File: config.mk
export PLATFORM = sky130hd
export DESIGN_NAME = ace_rle_loader
export DESIGN_NICKNAME = d
export VERILOG_FILES = /design/src/rtl/ace_rle_loader.sv
export SDC_FILE = /design/constraint.sdc
export NUM_CORES = 1
export LEC_CHECK = 0
export ABC_CLOCK_PERIOD_IN_PS = 2250
export BUFFER_PORTS_ARGS = -buffer_cell sky130_fd_sc_hd__buf_2
export CAP_MARGIN = 20
export CELL_PAD_IN_SITES_DETAIL_PLACEMENT = 0
export CELL_PAD_IN_SITES_GLOBAL_PLACEMENT = 1
export CORE_MARGIN = 4
export CORE_UTILIZATION = 37
export CTS_CLUSTER_SIZE = 16
export DETAILED_ROUTE_END_ITERATION = 10
export PLACE_DENSITY = 0.77
export SLEW_MARGIN = 25
export SYNTH_ARGS = -nofsm -noshare
export SYNTH_HDL_FRONTEND = slang
export SYNTH_SLANG_ARGS = --single-unit
File: constraint.sdc
create_clock -name clk_sys -period 2.25 [get_ports clk_sys]
set_input_delay 0.1125 -clock clk_sys [delete_from_list [all_inputs] [get_ports clk_sys]]
set_output_delay 0.1125 -clock clk_sys [all_outputs]
set_load 0.01 [all_outputs]
File: src/rtl/ace_rle_loader.sv
// ace_rle_loader: streams an .ACE run-length encoded download from ioctl into RAM
module ace_rle_loader #(
  parameter int              AW          = 16,
  parameter logic [AW-1:0]   BASE_ADDR   = 'h2000,
  parameter logic [AW-1:0]   END_ADDR    = 'hFFFF,
  parameter logic [7:0]      ESC         = 8'hED,
  parameter int unsigned     HOLD_CYCLES = 3000000
) (
  input  logic          clk_sys,
  input  logic          reset,
  input  logic          ioctl_download,
  input  logic [7:0]    ioctl_index,
  input  logic          ioctl_wr,
  input  logic [7:0]    ioctl_dout,
  output logic          ioctl_wait,
  output logic [AW-1:0] mem_addr,
  output logic [7:0]    mem_data,
  output logic          mem_wr,
  input  logic          mem_busy,
  output logic          loader_en,
  output logic          loader_reset,
  output logic          done,
  output logic          overflow
);
  localparam int HW = HOLD_CYCLES > 0 ? $clog2(HOLD_CYCLES + 1) : 1;
  typedef enum logic [2:0] {S_IDLE, S_HOLD, S_LIT, S_CNT, S_VAL, S_FILL, S_FIN} state_t;
  state_t state;
  logic [AW:0] addr;
  logic [AW:0] a_n;
  logic [7:0] cnt;
  logic [HW-1:0] hold;
  logic dl_q, start, stop, take, go, ovf;
  assign mem_addr = addr[AW-1:0];
  // edge detection, byte acceptance and next write address (extra MSB keeps the address from wrapping)
  always_comb begin
    start = ioctl_download & !dl_q & |ioctl_index;
    stop = !ioctl_download & dl_q;
    take = ioctl_wr & !ioctl_wait & |ioctl_index;
    go = !mem_wr | !mem_busy;
    a_n = mem_wr ? addr + 1'b1 : addr;
    ovf = addr > {1'b0, END_ADDR};
  end
  // loader FSM; dropped writes past END_ADDR still consume the run so the stream stays in sync
  always_ff @(posedge clk_sys) begin
    if (reset) begin
      state <= S_IDLE;
      addr <= {1'b0, BASE_ADDR};
      cnt <= '0;
      hold <= '0;
      dl_q <= ioctl_download;
      mem_data <= '0;
      mem_wr <= 1'b0;
      ioctl_wait <= 1'b0;
      loader_en <= 1'b0;
      loader_reset <= 1'b0;
      done <= 1'b0;
      overflow <= 1'b0;
    end else begin
      dl_q <= ioctl_download;
      loader_reset <= 1'b0;
      if (stop) begin
        loader_en <= 1'b0;
        ioctl_wait <= 1'b0;
        mem_wr <= 1'b0;
        state <= S_IDLE;
      end else if (start) begin
        loader_reset <= 1'b1;
        loader_en <= 1'b1;
        done <= 1'b0;
        overflow <= 1'b0;
        addr <= {1'b0, BASE_ADDR};
        ioctl_wait <= 1'b1;
        hold <= HW'(HOLD_CYCLES);
        mem_wr <= 1'b0;
        state <= S_HOLD;
      end else begin
        case (state)
          S_HOLD: begin
            if (hold <= HW'(1)) begin
              hold <= '0;
              ioctl_wait <= 1'b0;
              state <= S_LIT;
            end else hold <= hold - 1'b1;
          end
          S_LIT: if (take) begin
            if (ioctl_dout == ESC) state <= S_CNT;
            else begin
              mem_data <= ioctl_dout;
              cnt <= 8'd1;
              ioctl_wait <= 1'b1;
              mem_wr <= !ovf;
              overflow <= overflow | ovf;
              state <= S_FILL;
            end
          end
          S_CNT: if (take) begin
            if (ioctl_dout == 8'd0) begin
              done <= 1'b1;
              state <= S_FIN;
            end else begin
              cnt <= ioctl_dout;
              state <= S_VAL;
            end
          end
          S_VAL: if (take) begin
            mem_data <= ioctl_dout;
            ioctl_wait <= 1'b1;
            mem_wr <= !ovf;
            overflow <= overflow | ovf;
            state <= S_FILL;
          end
          S_FILL: if (go) begin
            addr <= a_n;
            if (cnt == 8'd1) begin
              mem_wr <= 1'b0;
              ioctl_wait <= 1'b0;
              state <= S_LIT;
            end else begin
              cnt <= cnt - 1'b1;
              mem_wr <= !(a_n > {1'b0, END_ADDR});
              overflow <= overflow | (a_n > {1'b0, END_ADDR});
            end
          end
          default: ;
        endcase
      end
    end
  end
endmodule

==> flow_summary.json, run 1 <==
{
  "run_status": "completed",
  "end_kind": "flop",
  "initial_core_util": 0.382,
  "io_buffers": 50,
  "grtUsageTotal": 0.179,
  "grt_pass1_vias": 3445,
  "via_count": 3530,
  "slew_violations": 0,
  "dp_hpwl_microns": 7320,
  "final_common_cell": "dfxtp_1",
  "rsz0062_at_grt": "no",
  "layout-drive-gt1-share": 0.224,
  "grt_remaining_overflow": 0,
  "cts_post_setup_buffers_inserted": 0,
  "crit_buf_inv": 1,
  "cts_max_path_buffers": 2,
  "max-vdd-ir-drop_mv": 0.313,
  "synth_top_area_frac": 0.347,
  "slowest_stage": "or4_4",
  "multiInputGateArea_sq_um": 2200,
  "tns_ns": 0,
  "routed_wl_microns": 10100,
  "slowest_delay_ns": 0.57,
  "period_minus_slack_ns": 2.13,
  "path_max_fanout": 6,
  "cellPowerDensity_nw_per_um2": 645,
  "grt_busiest_layer": "met2",
  "synth_cells": 451,
  "die_area_sq_um": 11800,
  "insertion_delay_ns": 0.35,
  "grtUsageMet2": 0.276,
  "gp_congestion": 0.863,
  "diodes": 0,
  "final.setup.worst_slack_ns": 0.124,
  "fin_crit_sh": 0.945,
  "fmax_mhz": 470,
  "ys_seq_area_frac": 0.347,
  "start_kind": "flop",
  "grt_antenna_before_repair": 0,
  "die_y_microns": 109,
  "synth_largest_area_cell": "dfxtp_1",
  "clk_pin_slew_ns": 0.08,
  "ioPinCount": 51,
  "ys_ff_latch": 65,
  "grt_pass1_wl_microns": 16900,
  "area_growth_pct": 17.5,
  "tightest_slew_ns": 0.602,
  "cp_cell_sequence": "or4_4, nor4_4, buf_4, a211oi_1, o31a_1, a311oi_1",
  "finalSetupViolCount": 0,
  "core_sq_um": 9820,
  "synth_area_sq_um": 3750,
  "drc": 0,
  "first_iter_violations": 216,
  "leakagePower_nw": 1.68,
  "crit_arrival_ns": 2.37,
  "required_ns": 2.50,
  "clock_skew_ns": 0.00594,
  "fp.dieW_microns": 109,
  "syn-num-nets": 478,
  "synth_edf_count": 0,
  "clock-root-buffer": "clkbuf_8",
  "synthFlopType": "dfxtp_1",
  "ff_latch_area_sq_um": 1300,
  "yosys-top-cells-area": "dfxtp_1 35%, nor2_1 5.7%, a21oi_1 3.9%, xor2_1 3.3%, buf_4 3.2%",
  "place_ws_ns": 0.126,
  "grtUsageMet3": 0.0456,
  "yosysWarnings": 0,
  "critical_path_class": "flop to flop",
  "htree_levels": 3,
  "slew_headroom": 0.599,
  "final_antenna_net_count": 0,
  "nNetsFinal": 533,
  "hold_viol": 0,
  "grt_max_degree": 29,
  "fill_cells": 1046,
  "core.rowCount": 36,
  "synth-async-reset-ratio": 0,
  "cts_tree": "yes",
  "drt-pass1-iter-count": 5,
  "syn_area_per_cell_sq_um": 8.33,
  "path_delay_family": "simple AND/OR/NAND/NOR gates",
  "numCtsBuffers": 9,
  "wl_per_cell_microns": 15.6,
  "yosysUniqueCellTypes": 61,
  "drv_cap": 0,
  "grtUsageMet1": 0.246,
  "clock-sinks": 65,
  "via_per_inst": 5.49,
  "mostFrequentLayoutCells": "63 x dfxtp_1, 57 x nor2_1, 50 x buf_2, 33 x buf_4, 29 x a21oi_1",
  "hold_class": "input port to flop"
}
[through the flow]
stage,hold WS (ns),utilization,total power [mW],cell area (sq um),instances
finish,0.0648,0.449,2.85,4410,643
global route,0.0882,0.449,2.99,4410,643
CTS,0.0499,0.448,2.87,4400,643
detailed placement,0.243,0.428,1.86,4200,627
global placement,0.243,0.428,1.86,4200,627
floorplan,0.140,-,1.67,3750,451
[synth_stat cells (9+ instances only)]
library cell  number
clkbuf_1          19
nor2_1            57
nor3_1            18
inv_1             10
o211ai_1           9
dfxtp_1           65
mux2i_1           11
or3_1             10
nand2_1           20
buf_4             16
a31oi_1           11
a21oi_1           29
o21ai_0           17
xor2_1            14
[tightest hold or removal path: cells and delay by family]
family | cells | cell delay (ns)
buf+inv | 1 | 0.12
mux | 1 | 0.07
simple gates | 1 | 0.07
[final cells by class]
type,count,area share
multi-input cells,336,0.499
flip-flops and latches,65,0.296
repair buffers,84,0.115
well taps,133,0.0377
clock buffers,9,0.0281
clock inverters,6,0.0156
inverters,10,0.00851
[repair_timing]
action,in CTS,in global routing
hold buffers,1,0
resized for setup,0,4
endpoints found under the setup margin,0,6
endpoints found under the hold margin,1,0
[report_power, final]
part | leakage, nW | switching, mW | internal [mW] | total (mW)
logic | 1.06 | 0.343 | 0.249 | 0.592
clock network | 0.0957 | 0.494 | 0.511 | 1.00
registers | 0.529 | 0.0483 | 1.20 | 1.25
total | 1.68 | 0.886 | 1.96 | 2.85
[logic make-up (layout without fill, tap and decap cells)]
group,count (synthesis),count (layout),share of synthesized area
and+or+nand+nor,176,176,0.270
xor gates and xnor gates,20,20,0.0467
adders and majority gates,6,6,0.0200
DFF,65,65,0.347
AOI/OAI and AO/OA,123,123,0.219
buffers and inverters,50,109,0.0693
muxes,11,11,0.0293
[sequential cells by signal (all words and copies together) (netlist names), 3 cells and up]
register and cells:
hold 22, mem_data 8, addr 17, state 3
cnt 8
[final timing paths]
check	startpoint	to	cells past startpoint	slack [ns]
min reg2reg	hold[15]	hold[15]	2	0.47
min	ioctl_dout[4]	mem_data[4]	3	0.06
max reg2reg	hold[3]	state[1]	6	0.12
max	hold[3]	state[1]	6	0.12
[per-layer routing]
layer / part of all wire / vias up
li1: - / 1776
met1: 0.47 / 1621
met2: 0.45 / 120
met3: 0.073 / 13
met4: 0.014 / 0
met5: 0 / -
Note: power is estimated with default switching activity, not from simulation.
==> run 2: changes to the inputs <==
CORE_MARGIN = default   (was 4)
RECOVER_POWER = 25   (was default)
==> run 2 against run 1 <==
Compared with the run above: clock skew down 0.00060 ns; worst setup slack got worse by 0.026 ns; final area up 2.1%; die area is 11% lower; total power increased by 16%; critical path depth grew 3; critical path type unchanged; largest cell class unchanged; highest routed layer unchanged.
==> flow_summary.json, run 2 (same netlist as run 1, synthesis figures left out) <==
{
  "clock-sinks": 65,
  "power.total_mw": 3.31,
  "hold_class": "input port to flop",
  "path_max_fanout": 5,
  "wl_per_cell_microns": 15.6,
  "hold_slack_ns": 0.0502,
  "dp_hpwl_microns": 7210,
  "finalSetupViolCount": 0,
  "drv_cap": 0,
  "ioPinCount": 51,
  "routed_wl_microns": 10100,
  "numCtsBuffers": 9,
  "run_status": "completed",
  "max-vdd-ir-drop_mv": 0.348,
  "final_antenna_net_count": 0,
  "hold_viol": 0,
  "fill_cells": 1010,
  "gp_congestion": 0.893,
  "core_sq_um": 9820,
  "cts_max_path_buffers": 2,
  "top_regs": "hold (22), addr (17)",
  "htree_levels": 3,
  "via_per_inst": 5.55,
  "grt_pass1_wl_microns": 16400,
  "tightest_slew_ns": 0.567,
  "insertion_delay_ns": 0.35,
  "fmax_mhz": 465,
  "place_ws_ns": 0.113,
  "placed_cells": 627,
  "grt_max_degree": 29,
  "critical_path_class": "flop to flop",
  "post_dp_cell_area_sq_um": 4200,
  "tns_ns": 0,
  "initial_core_util": 0.382,
  "die_area_sq_um": 10600,
  "fin_crit_sh": 0.956,
  "final_common_cell": "dfxtp_1",
  "drc": 0,
  "largest_reg_flops": 22,
  "cellPowerDensity_nw_per_um2": 735,
  "clock-root-buffer": "clkbuf_8",
  "mostFrequentLayoutCells": "62 x dfxtp_1, 57 x nor2_1, 39 x buf_2, 34 x buf_4, 29 x a21oi_1",
  "rsz0062_at_grt": "yes",
  "first_iter_violations": 140,
  "leakagePower_nw": 1.69,
  "slew_violations": 0,
  "grt_pass1_vias": 3363,
  "post-route-util": 0.459,
  "final.setup.worst_slack_ns": 0.0981,
  "ff_latch_area_sq_um": 1310,
  "clk_pin_slew_ns": 0.08,
  "io_buffers": 50,
  "multiInputGateArea_sq_um": 2200,
  "layout-drive-gt1-share": 0.209,
  "diodes": 0,
  "grtUsageTotal": 0.202,
  "nNetsFinal": 534,
  "grt_remaining_overflow": 0,
  "required_ns": 2.55,
  "regMostFlops": "hold",
  "clock_skew_ns": 0.00534,
  "core.rowCount": 36,
  "period_minus_slack_ns": 2.15,
  "area_growth_pct": 20.0,
  "cts_tree": "yes",
  "drt-pass1-iter-count": 4,
  "slew_headroom": 0.622,
  "grt_antenna_before_repair": 0,
  "fp.dieW_microns": 103,
  "via_count": 3578,
  "end_kind": "flop",
  "start_kind": "flop",
  "finalInstanceArea_sq_um": 4510,
  "die_y_microns": 103,
  "final_cells": 645,
  "crit_arrival_ns": 2.45
}
[run 2: final timing paths]
path	from	slack (ns)	cells past startpoint	endpoint
worst max-delay path	addr[6]	0.1	9	overflow
worst max register to register	addr[6]	0.1	9	overflow
worst min register to register	hold[15]	0.47	2	hold[15]
worst min-delay path	ioctl_dout[4]	0.05	3	mem_data[4]
[run 2: cell type report]
class | count | share of cell area
clock inverters | 7 | 0.0369
flip-flops and latches | 65 | 0.290
repair buffers | 85 | 0.111
inverters | 10 | 0.00833
well taps | 133 | 0.0369
clock buffers | 9 | 0.0275
multi-input cells | 336 | 0.489
[run 2: critical path: stages (launching register included)]
cell and delay [ns]:
dfxtp_1 0.39, nand4_1 0.25, nor3_2 0.28, and2_1 0.15, ha_1 0.21, and2_1 0.17, o21ai_0 0.15, a31oi_1 0.10
nor3_1 0.20, a32o_1 0.19
[run 2: report_power, final]
group | leakage (nW) | internal (mW) | switching (mW)
registers | 0.530 | 1.20 | 0.0508
logic | 1.02 | 0.247 | 0.351
clock network | 0.140 | 0.962 | 0.500
total | 1.69 | 2.41 | 0.902
[run 2: layer usage]
| layer | share of wire | global-route usage |
|---|---|---|
| met1 | 0.47 | 0.271 |
| met2 | 0.46 | 0.326 |
| met3 | 0.059 | 0.0454 |
| met4 | 0.011 | 0.0574 |
| met5 | 0 | 0 |
[run 2: what timing repair did]
item                       4_1_cts  5_1_grt
setup buffers                    0        1
hold endpoints to repair         1        0
setup endpoints to repair        0        6
hold buffers                     1        0
resized for setup                0        7
